===== config.mk =====
export PLATFORM = sky130hd
export DESIGN_NAME = serial_eq_cmp
export DESIGN_NICKNAME = d
export VERILOG_FILES = /design/src/rtl/serial_cmp_pkg.sv /design/src/rtl/bit_eq_cell.sv /design/src/rtl/serial_eq_cmp.sv
export SDC_FILE = /design/constraint.sdc
export NUM_CORES = 1
export LEC_CHECK = 0
export CAP_MARGIN = 10
export CORE_AREA = 2 2 39 41
export CTS_BUF_LIST = sky130_fd_sc_hd__clkbuf_4
export DETAILED_ROUTE_END_ITERATION = 12
export DIE_AREA = 0 0 41 43
export PLACE_DENSITY = 0.73
export SLEW_MARGIN = 20
export SYNTH_ARGS = -nofsm -noshare
export SYNTH_HDL_FRONTEND = slang
export SYNTH_SLANG_ARGS = --single-unit

===== constraint.sdc =====
create_clock -name clk_i -period 1.95 [get_ports clk_i]
set_input_delay 0.39 -clock clk_i [delete_from_list [all_inputs] [get_ports clk_i]]
set_output_delay 0.39 -clock clk_i [all_outputs]
set_load 0.005 [all_outputs]

===== src/rtl/serial_cmp_pkg.sv =====
// rtl/serial_cmp_pkg.sv - shared FSM state type and default operand width for serial_eq_cmp
package serial_cmp_pkg;

  localparam int WIDTH_DEF = 8;

  typedef enum logic [1:0] {
    IDLE  = 2'd0,
    SHIFT = 2'd1,
    DONE  = 2'd2
  } state_e;

endpackage


===== src/rtl/bit_eq_cell.sv =====
// rtl/bit_eq_cell.sv - single-bit equality cell, high when both inputs match
module bit_eq_cell (
  input  logic a_i,
  input  logic b_i,
  output logic eq_o
);

  assign eq_o = ~(a_i ^ b_i);

endmodule


===== src/rtl/serial_eq_cmp.sv =====
// rtl/serial_eq_cmp.sv - MSB-first serial comparator of two WIDTH-bit operands
// Define SERIAL_EQ_CMP_MAGNITUDE_EN to produce gt/lt; otherwise both are tied low.
module serial_eq_cmp
  import serial_cmp_pkg::*;
#(
  parameter int WIDTH = WIDTH_DEF
) (
  input  logic                       clk_i,
  input  logic                       rst_ni,
  input  logic                       start_i,
  input  logic                       clear_i,
  input  logic                       bit_valid_i,
  input  logic                       a_bit_i,
  input  logic                       b_bit_i,
  output logic                       busy_o,
  output logic                       done_o,
  output logic                       eq_o,
  output logic                       gt_o,
  output logic                       lt_o,
  output logic [$clog2(WIDTH+1)-1:0] count_o
);

  localparam int CW = $clog2(WIDTH + 1);
  localparam logic [CW-1:0] LAST_CNT = CW'(WIDTH);

  state_e        state_q;
  logic [CW-1:0] count_q;
  logic [CW-1:0] count_d;
  logic          eq_acc_q;
  logic          eq_q;
  logic          busy_q;
  logic          done_q;
  logic          bit_match;

  bit_eq_cell u_bit_eq (
    .a_i  (a_bit_i),
    .b_i  (b_bit_i),
    .eq_o (bit_match)
  );

  assign count_d = count_q + CW'(1);

`ifdef SERIAL_EQ_CMP_MAGNITUDE_EN
  logic gt_acc_q;
  logic lt_acc_q;
  logic gt_q;
  logic lt_q;
  logic first_diff;

  // Only the most significant differing bit decides the magnitude.
  assign first_diff = eq_acc_q & ~bit_match;
`endif

  always_ff @(posedge clk_i or negedge rst_ni) begin
    if (!rst_ni) begin
      state_q  <= IDLE;
      count_q  <= '0;
      eq_acc_q <= 1'b0;
      eq_q     <= 1'b0;
      busy_q   <= 1'b0;
      done_q   <= 1'b0;
`ifdef SERIAL_EQ_CMP_MAGNITUDE_EN
      gt_acc_q <= 1'b0;
      lt_acc_q <= 1'b0;
      gt_q     <= 1'b0;
      lt_q     <= 1'b0;
`endif
    end else if (clear_i) begin
      // Abort keeps the last completed result visible.
      state_q <= IDLE;
      count_q <= '0;
      busy_q  <= 1'b0;
      done_q  <= 1'b0;
    end else begin
      case (state_q)
        IDLE: begin
          done_q <= 1'b0;
          if (start_i) begin
            state_q  <= SHIFT;
            busy_q   <= 1'b1;
            count_q  <= '0;
            eq_acc_q <= 1'b1;
`ifdef SERIAL_EQ_CMP_MAGNITUDE_EN
            gt_acc_q <= 1'b0;
            lt_acc_q <= 1'b0;
`endif
          end
        end
        SHIFT: begin
          if (count_q == LAST_CNT) begin
            state_q <= DONE;
            busy_q  <= 1'b0;
            done_q  <= 1'b1;
            eq_q    <= eq_acc_q;
`ifdef SERIAL_EQ_CMP_MAGNITUDE_EN
            gt_q    <= gt_acc_q;
            lt_q    <= lt_acc_q;
`endif
          end else if (bit_valid_i) begin
            count_q  <= count_d;
            eq_acc_q <= eq_acc_q & bit_match;
`ifdef SERIAL_EQ_CMP_MAGNITUDE_EN
            if (first_diff) begin
              gt_acc_q <= a_bit_i & ~b_bit_i;
              lt_acc_q <= ~a_bit_i & b_bit_i;
            end
`endif
          end
        end
        DONE: begin
          state_q <= IDLE;
          done_q  <= 1'b0;
        end
        default: begin
          state_q <= IDLE;
          busy_q  <= 1'b0;
          done_q  <= 1'b0;
        end
      endcase
    end
  end

  assign busy_o  = busy_q;
  assign done_o  = done_q;
  assign eq_o    = eq_q;
  assign count_o = count_q;

`ifdef SERIAL_EQ_CMP_MAGNITUDE_EN
  assign gt_o = gt_q;
  assign lt_o = lt_q;
`else
  assign gt_o = 1'b0;
  assign lt_o = 1'b0;
`endif

endmodule

---- Word-level counts from Yosys, hierarchy flattened ----
Index checks and enable logic that the tools add are counted.
operators by class
  $add $sub $neg .......................... 1
  eq/ne operators ......................... 11
  multiplexer cells ....................... 19
  bitwise logic cells ..................... 4
  reduce and logical (&&, ||, !) cells .... 8
operators with widths
  kind                                                 count
  2-to-1 mux 4 bit                                     4
  != test 3 bit, second input constant                 4
  2-to-1 mux 1 bit                                     8
  != test 2 bit, second input constant                 4
  one-hot mux 4 bit (2 select lines)                   1
  2-to-1 mux 2 bit                                     3
  AND reduction 3 bit                                  2
  AND reduction 5 bit                                  1
  adder 4 x 1 -> 4 bit, second input constant          1
  equality test 4 bit, second input constant           1
  one-hot mux 2 bit (2 select lines)                   1
  AND reduction 4 bit                                  1
  one-hot mux 1 bit (3 select lines)                   1
  nonzero test 3 bit                                   1
  equality test 2 x 1 -> 1 bit, second input constant  1
  equality test 2 bit, second input constant           1
  zero test 2 bit                                      1
  NOT 1 bit                                            2
  one-hot mux 1 bit (2 select lines)                   1
  AND reduction 2 bit                                  1
  nonzero test 2 bit                                   1
  bitwise AND 1 bit                                    1
  XOR 1 bit                                            1
word-level totals
  bits in registers ....................... 10
  bits of input ports ..................... 7
  output and inout port bits .............. 9
  logic and storage cells ................. 49

---- Logic depth before layout (Yosys ltp) ----
  word-level depth ........................ 6
  gate-level depth with buffers ........... 5
  depth with buffers taken out ............ 5

---- Modules after synthesis ----
From an unflattened synthesis, not the netlist that was laid out.
second synthesis, totals
  cells, all modules ...................... 55
  area, all modules ....................... 554.3 sq um
modules (own cells, without submodules)
  module         times used  cells an instance  area an instance (sq um)  sequential area each (sq um)
  serial_eq_cmp  1           54                 545.5                     250.2
  bit_eq_cell    1           1                  8.8                       0.0

---- Worst setup path after synthesis ----
No wires, ideal clock.
  kind .................................... register to register
  start ................................... register count_q[0], in the netlist count_o[0]
  end ..................................... register count_q[0], in the netlist count_o[0]
  library setup time ...................... 0.125 ns
  arrival ................................. 1.390 ns
  data required time ...................... 1.825 ns
  path slack .............................. 0.435 ns
  stages on the path, launching flop included .. 6
  path buffers ............................ 0
  clock period less this slack ............ 1.515 ns
  path through ............................ dfrtp_1 > inv_1 > ha_1 > and3b_1 > o221a_1 > mux2_4
between the ends
  word-level cells in the longest chain between the ends .. 5
  elaborated cells on any way between the ends .. 8
  those cells by class .................... add/sub (1); eq/ne (2); mux (4); reduce/logical (1)
ends and longest elaborated chain
  what                                RTL line              text
  start, declared                     serial_eq_cmp.sv:27   logic [CW-1:0] count_q;
  start signal, assigned              serial_eq_cmp.sv:100  count_q <= count_d;
  adder 4 x 1 -> 4 bit                serial_eq_cmp.sv:41   assign count_d = count_q + CW'(1);
  2-to-1 mux 4 bit                    serial_eq_cmp.sv:99   end else if (bit_valid_i) begin
  2-to-1 mux 4 bit                    serial_eq_cmp.sv:90   if (count_q == LAST_CNT) begin
  one-hot mux 4 bit (2 select lines)  serial_eq_cmp.sv:75   case (state_q)
  2-to-1 mux 4 bit                    serial_eq_cmp.sv:68   end else if (clear_i) begin
Parallel ways exist; a longest one is shown, timed or not. The select of a mux whose other input is x is not followed.
A chain may end at the register's enable or synchronous reset.

---- Worst setup path in the final report ----
Same ends and word-level chain as after synthesis.

==> results.yml <==
synthesis:
  synth_area_um2: 552
  ys_types: 31
  synth_mux_area_share_pct: 7.26
  synth-xor-area-share_pct: 1.59
  synth_top_family_by_area: "simple AND/OR/NAND/NOR gates"
  synthSimpleGateAreaFrac_pct: 18.1
  synth_compound_area_share_pct: 17.0
  ys_ff_latch: 10
  synthCells: 50
  synth_adder_area_share_pct: 4.54
  ys_seq_area_share_pct: 45.4
  avgSynthCellArea_um2: 11.0
  yosysWarnings: 0
pwr:
  vdd_drop_max_uv: 362
  p_total_uw: 430
  p_leak_nw: 0.311
  power_density_mw_per_mm2: 596
critical_path:
  crit_type: "reg -> reg"
  crit_arrival_ns: 1.78
  path_max_fanout: 5
  crit_cells: 5
  r2r_cells: 5
  cp_top_family: "flip-flops"
  slowest_stage: "dfrtp_1"
  slowest_delay_ns: 0.44
  end_kind: "register"
  crit_path_start_kind: "register"
  crit_path_cell_trace: "inv_1 -> ha_1 -> and3b_1 -> o221a_1 -> mux2_4"
  required_ns: 2.10
  crit_buf_inv: 1
floorplanning:
  start_util_pct: 39.9
  io_pins: 16
  die_y_um: 43
  num_rows: 14
  core_area_mm2: 0.00138
  die_w_um: 41
  die-area_mm2: 0.00176
cts:
  cts_sinks: 10
  cts_setup_buffers: 0
  cts_tree: "built"
  root_buffer: "clkbuf_4"
  cts_resized: 0
  htreeDepth: 1
  cts_hold_buf: 0
  cts_buffer_depth: 2
  clkTransAtPathRegs_ns: 0.06
  cts_buffers: 3
  clk_latency_ns: 0.26
global_routing:
  antenna_found_initial: 0
  grt_pass1_vias: 427
  grt.overflow.total: 0
  grtUsageTotal_pct: 15.4
  grt_max_degree: 11
  grt_first_pass_wirelength_um: 1780
timing:
  finalHoldViolations: 0
  setup_violations: 0
  post-route-period-util_pct: 83.4
  skew_ns: 0.00128
  maxSlewViolCount: 0
  timing.fmax_mhz: 615
  setup_ws_ns: 0.324
  finalCriticalPeriod_ns: 1.63
  finalSetupTns_ns: 0
  rsz0062_at_grt: "no"
  finalHoldWorstSlack_ns: 0.439
placement:
  globalplace.congestion: 0.737
  detailedPlace.worstSlack_ns: 0.216
  hpwlAfterDp_um: 795
  io_buffers: 13
layout:
  syn_to_final_growth_pct: 30.6
  nets: 77
  fill_cells: 135
  drive_gt1_share_pct: 12.1
  num_antenna_cells: 0
route:
  drt-pass1-iter-count: 2
  drcViolationCount: 0
  postRouteAntennaNets: 0
  drt_wl_total_um: 1000
  wire_per_inst_um: 12.2
  routed_via_density: 5.52
  vias: 453
  drt_iter0_markers: 8
min_path:
  worst_hold_path_type: "in -> async"
job:
  drv_cap: 0
outcome:
  status: "finished clean"
[path summary, 6_finish.rpt]
| path | start | end | slack [ns] |
|---|---|---|---|
| worst max-delay path | count_o[0] | count_o[0] | 0.32 |
| worst min-delay path | rst_ni | count_o[3] | 0.44 |
| worst max register to register | count_o[0] | count_o[0] | 0.32 |
| worst min register to register | done_o | done_o | 0.49 |
| max in group asynchronous | rst_ni | eq_o | 1.20 |
| min in group clk_i | done_o | done_o | 0.49 |
[registers in the layout (all words and copies together), names as in the netlist]
register and count:
state_q 2, busy_o 1, eq_acc_q 1, done_o 1
eq_o 1, count_o 4
[cells by family (layout without fill, tap and decap cells)]
| logic type | count (synthesis) | count (layout) |
|---|---|---|
| simple gates | 14 | 14 |
| flops | 10 | 10 |
| compound gates | 13 | 13 |
| other cells | 1 | 2 |
| mux | 3 | 3 |
| buf+inv | 6 | 21 |
| xor+xnor | 1 | 1 |
| fa+ha+maj | 2 | 2 |
[power breakdown]
group / switching (mW) / total (mW) / internal, mW
sequential: 0.00978 / 0.227 / 0.217
clock: 0.0689 / 0.140 / 0.0713
combinational: 0.0256 / 0.0622 / 0.0366
total: 0.104 / 0.430 / 0.325
[stage by stage]
step           area (µm²)  util [%]  std cells
2_1_floorplan         556         -         51
3_3_place_gp          698      50.5         79
3_5_place_dp          698      50.5         79
4_1_cts               721      52.1         82
5_1_grt               721      52.1         82
6_report              721      52.1         82
[per-layer routing]
layer,track usage (%),wire (µm),part of all wire (%)
met1,18.4,457,46
met2,21.9,463,46
met3,6.28,60,6.0
met4,10.0,19,1.9
met5,0,0,0
[worst reg2reg max path: cells and delay by family (launching register included)]
kind	cells	cell delay (ns)
mux	1	0.26
flops	1	0.44
compound gates	1	0.29
simple gates	1	0.23
fa+ha+maj	1	0.21
buf+inv	1	0.09
[placed cells by master (no fill, tap or decap), types with 2 or more instances in the layout]
cell	instances
nand3b_1	3
mux2_4	2
dfrtp_1	10
clkbuf_4	3
nand2_1	2
clkdlybuf4s50_1	13
conb_1	2
o21ai_0	2
inv_1	4
ha_1	2
[cell usage after synthesis (all sizes together)]
master | count | area share [%]
dfrtp | 10 | 45
inv | 4 | 2.7
nand3b | 3 | 4.1
o21ai | 3 | 2.7
and2 | 2 | 2.5
buf | 2 | 2.7
ha | 2 | 4.5
mux2 | 2 | 5.4
nand2 | 2 | 1.4
a21boi | 1 | 1.4
a21oi | 1 | 0.91
a22o | 1 | 1.6
a31oi | 1 | 1.1
a41oi | 1 | 1.6
and3b | 1 | 1.6
and4bb | 1 | 2.3
conb | 1 | 0.68
mux2i | 1 | 1.8
nand2b | 1 | 1.1
nand4 | 1 | 1.1
nor2 | 1 | 0.68
nor3b | 1 | 2.3
o211ai | 1 | 1.4
o21a | 1 | 1.4
o221a | 1 | 2.0
o31ai | 1 | 1.4
o41ai | 1 | 1.6
or2 | 1 | 1.1
xnor2 | 1 | 1.6
[area by class of cell]
class / count / area, µm² / share of cell area (%)
multi-input combinational: 35 / 275 / 38.2
sequential: 10 / 250 / 34.7
timing repair buffer: 14 / 138 / 19.1
clock buffer: 3 / 22.5 / 3.13
tap: 16 / 20.0 / 2.78
inverter: 4 / 15.0 / 2.08
No activity file was read; power rests on OpenSTA's default activity.
